**config.mk**
```make
export PLATFORM = sky130hd
export DESIGN_NAME = mac8_accumulator
export DESIGN_NICKNAME = d
export VERILOG_FILES = /design/src/rtl/mac8_accumulator.sv
export SDC_FILE = /design/constraint.sdc
export NUM_CORES = 1
export LEC_CHECK = 0
export ABC_AREA = 1
export CAP_MARGIN = 30
export CELL_PAD_IN_SITES_DETAIL_PLACEMENT = 1
export CELL_PAD_IN_SITES_GLOBAL_PLACEMENT = 2
export CORE_ASPECT_RATIO = 0.8
export CORE_MARGIN = 2
export CORE_UTILIZATION = 31
export CTS_CLUSTER_DIAMETER = 150
export DETAILED_ROUTE_END_ITERATION = 7
export GPL_TIMING_DRIVEN = 0
export PLACE_DENSITY_LB_ADDON = 0.1
export SYNTH_ARGS = -nofsm -noshare
export SYNTH_HDL_FRONTEND = slang
export SYNTH_SLANG_ARGS = --single-unit
```
**constraint.sdc**
```tcl
create_clock -name clk -period 4.1 [get_ports clk]
set_clock_uncertainty 0.2 [all_clocks]
set_input_delay 0.41 -clock clk [delete_from_list [all_inputs] [get_ports clk]]
set_output_delay 0.41 -clock clk [all_outputs]
set_load 0.02 [all_outputs]
```
**src/rtl/mac8_accumulator.sv**
```systemverilog
// Saturating frame accumulator behind the 8x8 multiplier: sums FRAME_LEN unsigned
// products and posts each frame total, with its sticky saturation flag, through a one-deep output register.
module mac8_accumulator #(
  parameter int unsigned ACC_W     = 24,
  parameter int unsigned FRAME_LEN = 8
) (
  input  logic             clk,
  input  logic             rst,
  input  logic [15:0]      prod,
  input  logic             prod_valid,
  output logic             prod_ready,
  input  logic             clear,
  output logic [7:0]       count,
  output logic [ACC_W-1:0] res,
  output logic             res_sat,
  output logic             res_valid,
  input  logic             res_ready
);

  localparam logic [7:0]       LAST_CNT = 8'(FRAME_LEN - 1);
  localparam logic [ACC_W-1:0] ACC_MAX  = {ACC_W{1'b1}};
  localparam logic [ACC_W-1:0] ACC_ZERO = {ACC_W{1'b0}};

  // Returns {overflow, clamped sum}; a carry out of ACC_W bits pins the sum to all ones.
  function automatic logic [ACC_W:0] sat_add(input logic [ACC_W-1:0] a, input logic [15:0] p);
    logic [ACC_W:0] full;
    full = {1'b0, a} + {{(ACC_W - 15){1'b0}}, p};
    if (full[ACC_W]) begin
      sat_add = {1'b1, ACC_MAX};
    end else begin
      sat_add = full;
    end
  endfunction

  logic [ACC_W-1:0] acc_q, acc_d;
  logic [7:0]       count_q, count_d;
  logic             sat_acc_q, sat_acc_d;
  logic [ACC_W-1:0] res_q, res_d;
  logic             res_sat_q, res_sat_d;
  logic             res_valid_q, res_valid_d;

  logic             last_s;
  logic             prod_ready_s;
  logic             accept_s;
  logic [ACC_W:0]   add_s;
  logic             ovf_s;
  logic [ACC_W-1:0] sat_sum_s;

  // Handshake qualification; prod_ready never looks at res_ready.
  always_comb begin
    last_s       = (count_q == LAST_CNT);
    prod_ready_s = !rst && !clear && !(last_s && res_valid_q);
    accept_s     = prod_valid && prod_ready_s;
    add_s        = sat_add(acc_q, prod);
    ovf_s        = add_s[ACC_W];
    sat_sum_s    = add_s[ACC_W-1:0];
  end

  // Running-frame state: clear aborts the frame, a last accept closes it.
  always_comb begin
    acc_d     = acc_q;
    count_d   = count_q;
    sat_acc_d = sat_acc_q;
    if (clear) begin
      acc_d     = ACC_ZERO;
      count_d   = 8'd0;
      sat_acc_d = 1'b0;
    end else if (accept_s) begin
      if (last_s) begin
        acc_d     = ACC_ZERO;
        count_d   = 8'd0;
        sat_acc_d = 1'b0;
      end else begin
        acc_d     = sat_sum_s;
        count_d   = count_q + 8'd1;
        sat_acc_d = sat_acc_q | ovf_s;
      end
    end else begin
      acc_d     = acc_q;
      count_d   = count_q;
      sat_acc_d = sat_acc_q;
    end
  end

  // Output register: a new frame result takes priority over the consumer handshake.
  always_comb begin
    res_d       = res_q;
    res_sat_d   = res_sat_q;
    res_valid_d = res_valid_q;
    if (accept_s && last_s) begin
      res_d       = sat_sum_s;
      res_sat_d   = sat_acc_q | ovf_s;
      res_valid_d = 1'b1;
    end else if (res_valid_q && res_ready) begin
      res_valid_d = 1'b0;
    end else begin
      res_valid_d = res_valid_q;
    end
  end

  // State registers with synchronous reset.
  always_ff @(posedge clk) begin
    if (rst) begin
      acc_q       <= ACC_ZERO;
      count_q     <= 8'd0;
      sat_acc_q   <= 1'b0;
      res_q       <= ACC_ZERO;
      res_sat_q   <= 1'b0;
      res_valid_q <= 1'b0;
    end else begin
      acc_q       <= acc_d;
      count_q     <= count_d;
      sat_acc_q   <= sat_acc_d;
      res_q       <= res_d;
      res_sat_q   <= res_sat_d;
      res_valid_q <= res_valid_d;
    end
  end

  assign prod_ready = prod_ready_s;
  assign count      = count_q;
  assign res        = res_q;
  assign res_sat    = res_sat_q;
  assign res_valid  = res_valid_q;

endmodule
```
==> results by group <==
Run status
  – Status: completed

Detailed routing
  – Final WL: 13.5 mm
  – Vias: 4057
  – TritonRoute pass-1 iters: 4
  – DRT antenna net count: 0
  – Initial DRC count: 161
  – DR vias/cell: 4.78
  – Residual DRC count: 0
  – WL/cell: 16.0 um

Final layout
  – # diodes: 0
  – Layout area overhead: 28.0%
  – Share of cells above drive strength 1: 6.17%
  – Final Util: 40.7%
  – Most frequent cells in the layout: nand2_1 (201), inv_1 (90), nor2_1 (77), dfxtp_1 (59), clkdlybuf4s50_1 (55)
  – Most common cell after layout, fill and taps aside: nand2_1
  – Final Net Count: 731

GRT
  – Met3 Resource Use GR: 3.70%
  – Gr busiest metal: met2
  – Vias in the first global route: 4226
  – Initial antenna violation count: 0
  – Gr usage total: 21.2%
  – Met2 usage: 34.8%
  – Largest net degree at the start of global routing: 11
  – GRT overflow: 0
  – First-pass GRT wire length: 22.0 mm
  – Met1 Resource Use GR: 28.9%

Power and ir drop
  – Switching Fraction: 23.0%
  – Power Total: 0.00160 W
  – Pwr Density: 324 mW/mm2
  – VDD IR max: 0.212 mV
  – Logic pwr share: 8.6%
  – P_sw: 0.000368 W
  – Clock group share of total power: 55.4%
  – Part of the power in registers: 36.1%
  – Pint: 0.00123 W
  – Pleak: 2.27 nW

Hold path
  – Source of the worst hold timing path: acc_q[10]
  – Hold Path End: acc_q[10]
  – Hold Path Cell Cnt: 2
  – Worst min path class: register to register

Die
  – Row count: 36
  – # IOs: 56
  – Die area: 0.0134 mm2
  – Placeable Area: 0.0122 mm2
  – Die X: 129 um
  – Initial Util: 31.8%
  – Overall die height: 104 um

CTS
  – Clk_lat worst skew: 0.33 ns
  – Post-CTS Setup Bufs: 0
  – Clock sink count: 59
  – Clk buf depth: 2
  – Resize count post-CTS: 0
  – CTS Hold Bufs: 0
  – Inserted Clock Buffers: 9
  – CTS tree: done
  – H-tree depth reported by CTS: 3
  – CTS root buffer: clkbuf_16
  – Worst-path clk slew: 0.06 ns

Place
  – Detail Placement HPWL: 10.7 mm
  – Gpl congestion: 0.819
  – I/O Buffers: 55

Synth
  – Synth Area per Inst: 6.18 um2
  – Post-synthesis async set-or-reset flop share: 0%
  – Synth Cell Area: 0.00387 mm2
  – Synthesized Nets: 665
  – Synth Flop Type: dfxtp_1
  – Yosys warns: 0
  – Unique masters post-synth: 36
  – Seq cells post-synth: 59
  – Post-synth EDFFs: 0
  – Post-Synthesis Cells: 626
  – Sequential share of the synthesized area: 30.6%

Worst setup path
  – R2r startpoint: acc_q[0]
  – CP required: 4.08 ns
  – Critical path origin: prod[0]
  – Number of buffers and inverters on the critical path: 2
  – Crit-path cells: clkdlybuf4s50_1 -> ha_1 -> fa_1 -> nand2_1 -> nand2_1 -> nand3_1 -> nand2_1 -> nand2_2 -> nand2_2 -> nand2_2 -> buf_6 -> nand3_1 -> nand2_1 -> a21oi_1
  – Critical path arrival: 3.10 ns
  – CP top delay family: simple AND/OR/NAND/NOR gates
  – CP endpoint kind: register
  – Worst path max stage delay: 0.45 ns
  – Worst R2R End: acc_q[14]
  – Crit path kind: input pin to register
  – FF-to-FF setup slack: 1.22 ns
  – Worst path most repeated cell: nand2_1
  – Worst path slowest cell: fa_1
  – Reg2reg path depth: 13
  – Crit Path Max Fanout: 10
  – CP startpoint kind: input pin

Timing
  – Unrepaired setup endpoints after global routing: no
  – Final Hold Fails: 0
  – Slew @ Worst Pin: 0.651 ns
  – Max Clk Rate: 321 MHz
  – Setup_tns: 0 ns
  – Final setup vio count: 0
  – Slew headroom: 56.6%
  – Final Max Slew Viols: 0
  – Fin crit period: 3.11 ns
  – Tcrit/Tclk final: 76.0%

Run
  – Maxcap violations: 0
## kinds of logic after synthesis
logic type / count (synthesis) / share of synthesized area, %
DFF: 59 / 30.6
adders and majority gates: 18 / 6.02
buffers and inverters: 109 / 11.9
xor gates and xnor gates: 9 / 2.04
and+or+nand+nor: 352 / 38.5
AOI/OAI and AO/OA: 79 / 11.0
## worst min-delay path, cell delays in order, from the launching register on
cell and delay [ns]:
dfxtp_1 0.31, nand2_1 0.06, a21oi_1 0.05
## stage by stage
step / cells / instance area (um2) / setup slack, ns / hold WS (ns)
floorplan: 626 / 3870 / 1.77 / 0.229
global placement: 833 / 4610 / 0.698 / 0.244
detailed placement: 833 / 4610 / 0.673 / 0.265
global route: 849 / 4950 / 0.852 / 0.298
finish: 849 / 4950 / 0.985 / 0.271
CTS: 849 / 4950 / 1.03 / 0.273
## worst max-delay path by stage
stage / end / slack [ns] / depth (start not counted)
global route: res[13] / 0.85 / 14
CTS: acc_q[14] / 1.03 / 14
detailed placement: acc_q[14] / 0.67 / 14
global placement: res[11] / 0.70 / 14
floorplan: res[11] / 1.77 / 13
finish: acc_q[14] / 0.99 / 14
## cell usage after synthesis (2+ instances only)
library cell  number  area share (%)
a21oi_1           44             5.7
xor2_1             8             1.8
inv_2              2            0.19
inv_1             90             8.7
buf_6              5             1.5
dfxtp_1           59              31
nor3_1             8             1.0
nand2_2            3            0.49
or2_1              3            0.49
nand3_2            2            0.52
clkbuf_1           5            0.49
buf_4              2            0.39
nand3_1           42             5.4
or2_2              2            0.32
o21ai_0           29             3.8
nor2_1            77             7.5
ha_1              17             5.5
nand4_1            4            0.65
nand2_1          201              20
o21a_1             2            0.39
buf_2              5            0.65
nand3b_1           2            0.39
## sequential cells by signal, indices dropped and copies added (netlist names)
register and cells:
count 8, sat_acc_q 1, res_valid 1, res_sat 1
acc_q 24, res 24
## area by class of cell
class | count | area [um2]
fillers | 1628 | 7210
multi-input cells | 458 | 2220
flip-flops and latches | 59 | 1180
repair buffers | 55 | 551
inverters | 92 | 345
clock buffers | 11 | 243
well taps | 152 | 190
plain buffers | 17 | 115
clock inverters | 5 | 100
## power by group through the flow
stage / combinational, W / clock (W) / sequential [W]
final: 0.000137 / 0.000887 / 0.000578
after floorplan: 0.0000776 / 0 / 0.000590
after detailed placement: 0.000136 / 0 / 0.000590
after global routing: 0.000152 / 0.000927 / 0.000578
after CTS: 0.000138 / 0.000909 / 0.000578
after global placement: 0.000135 / 0 / 0.000590
## routing by layer
metal | vias to the layer above | part of all wire (%)
li1 | 2088 | -
met1 | 1895 | 50
met2 | 63 | 46
met3 | 11 | 2.9
met4 | 0 | 1.2
met5 | - | 0
Note: power is estimated with default switching activity, not from simulation.
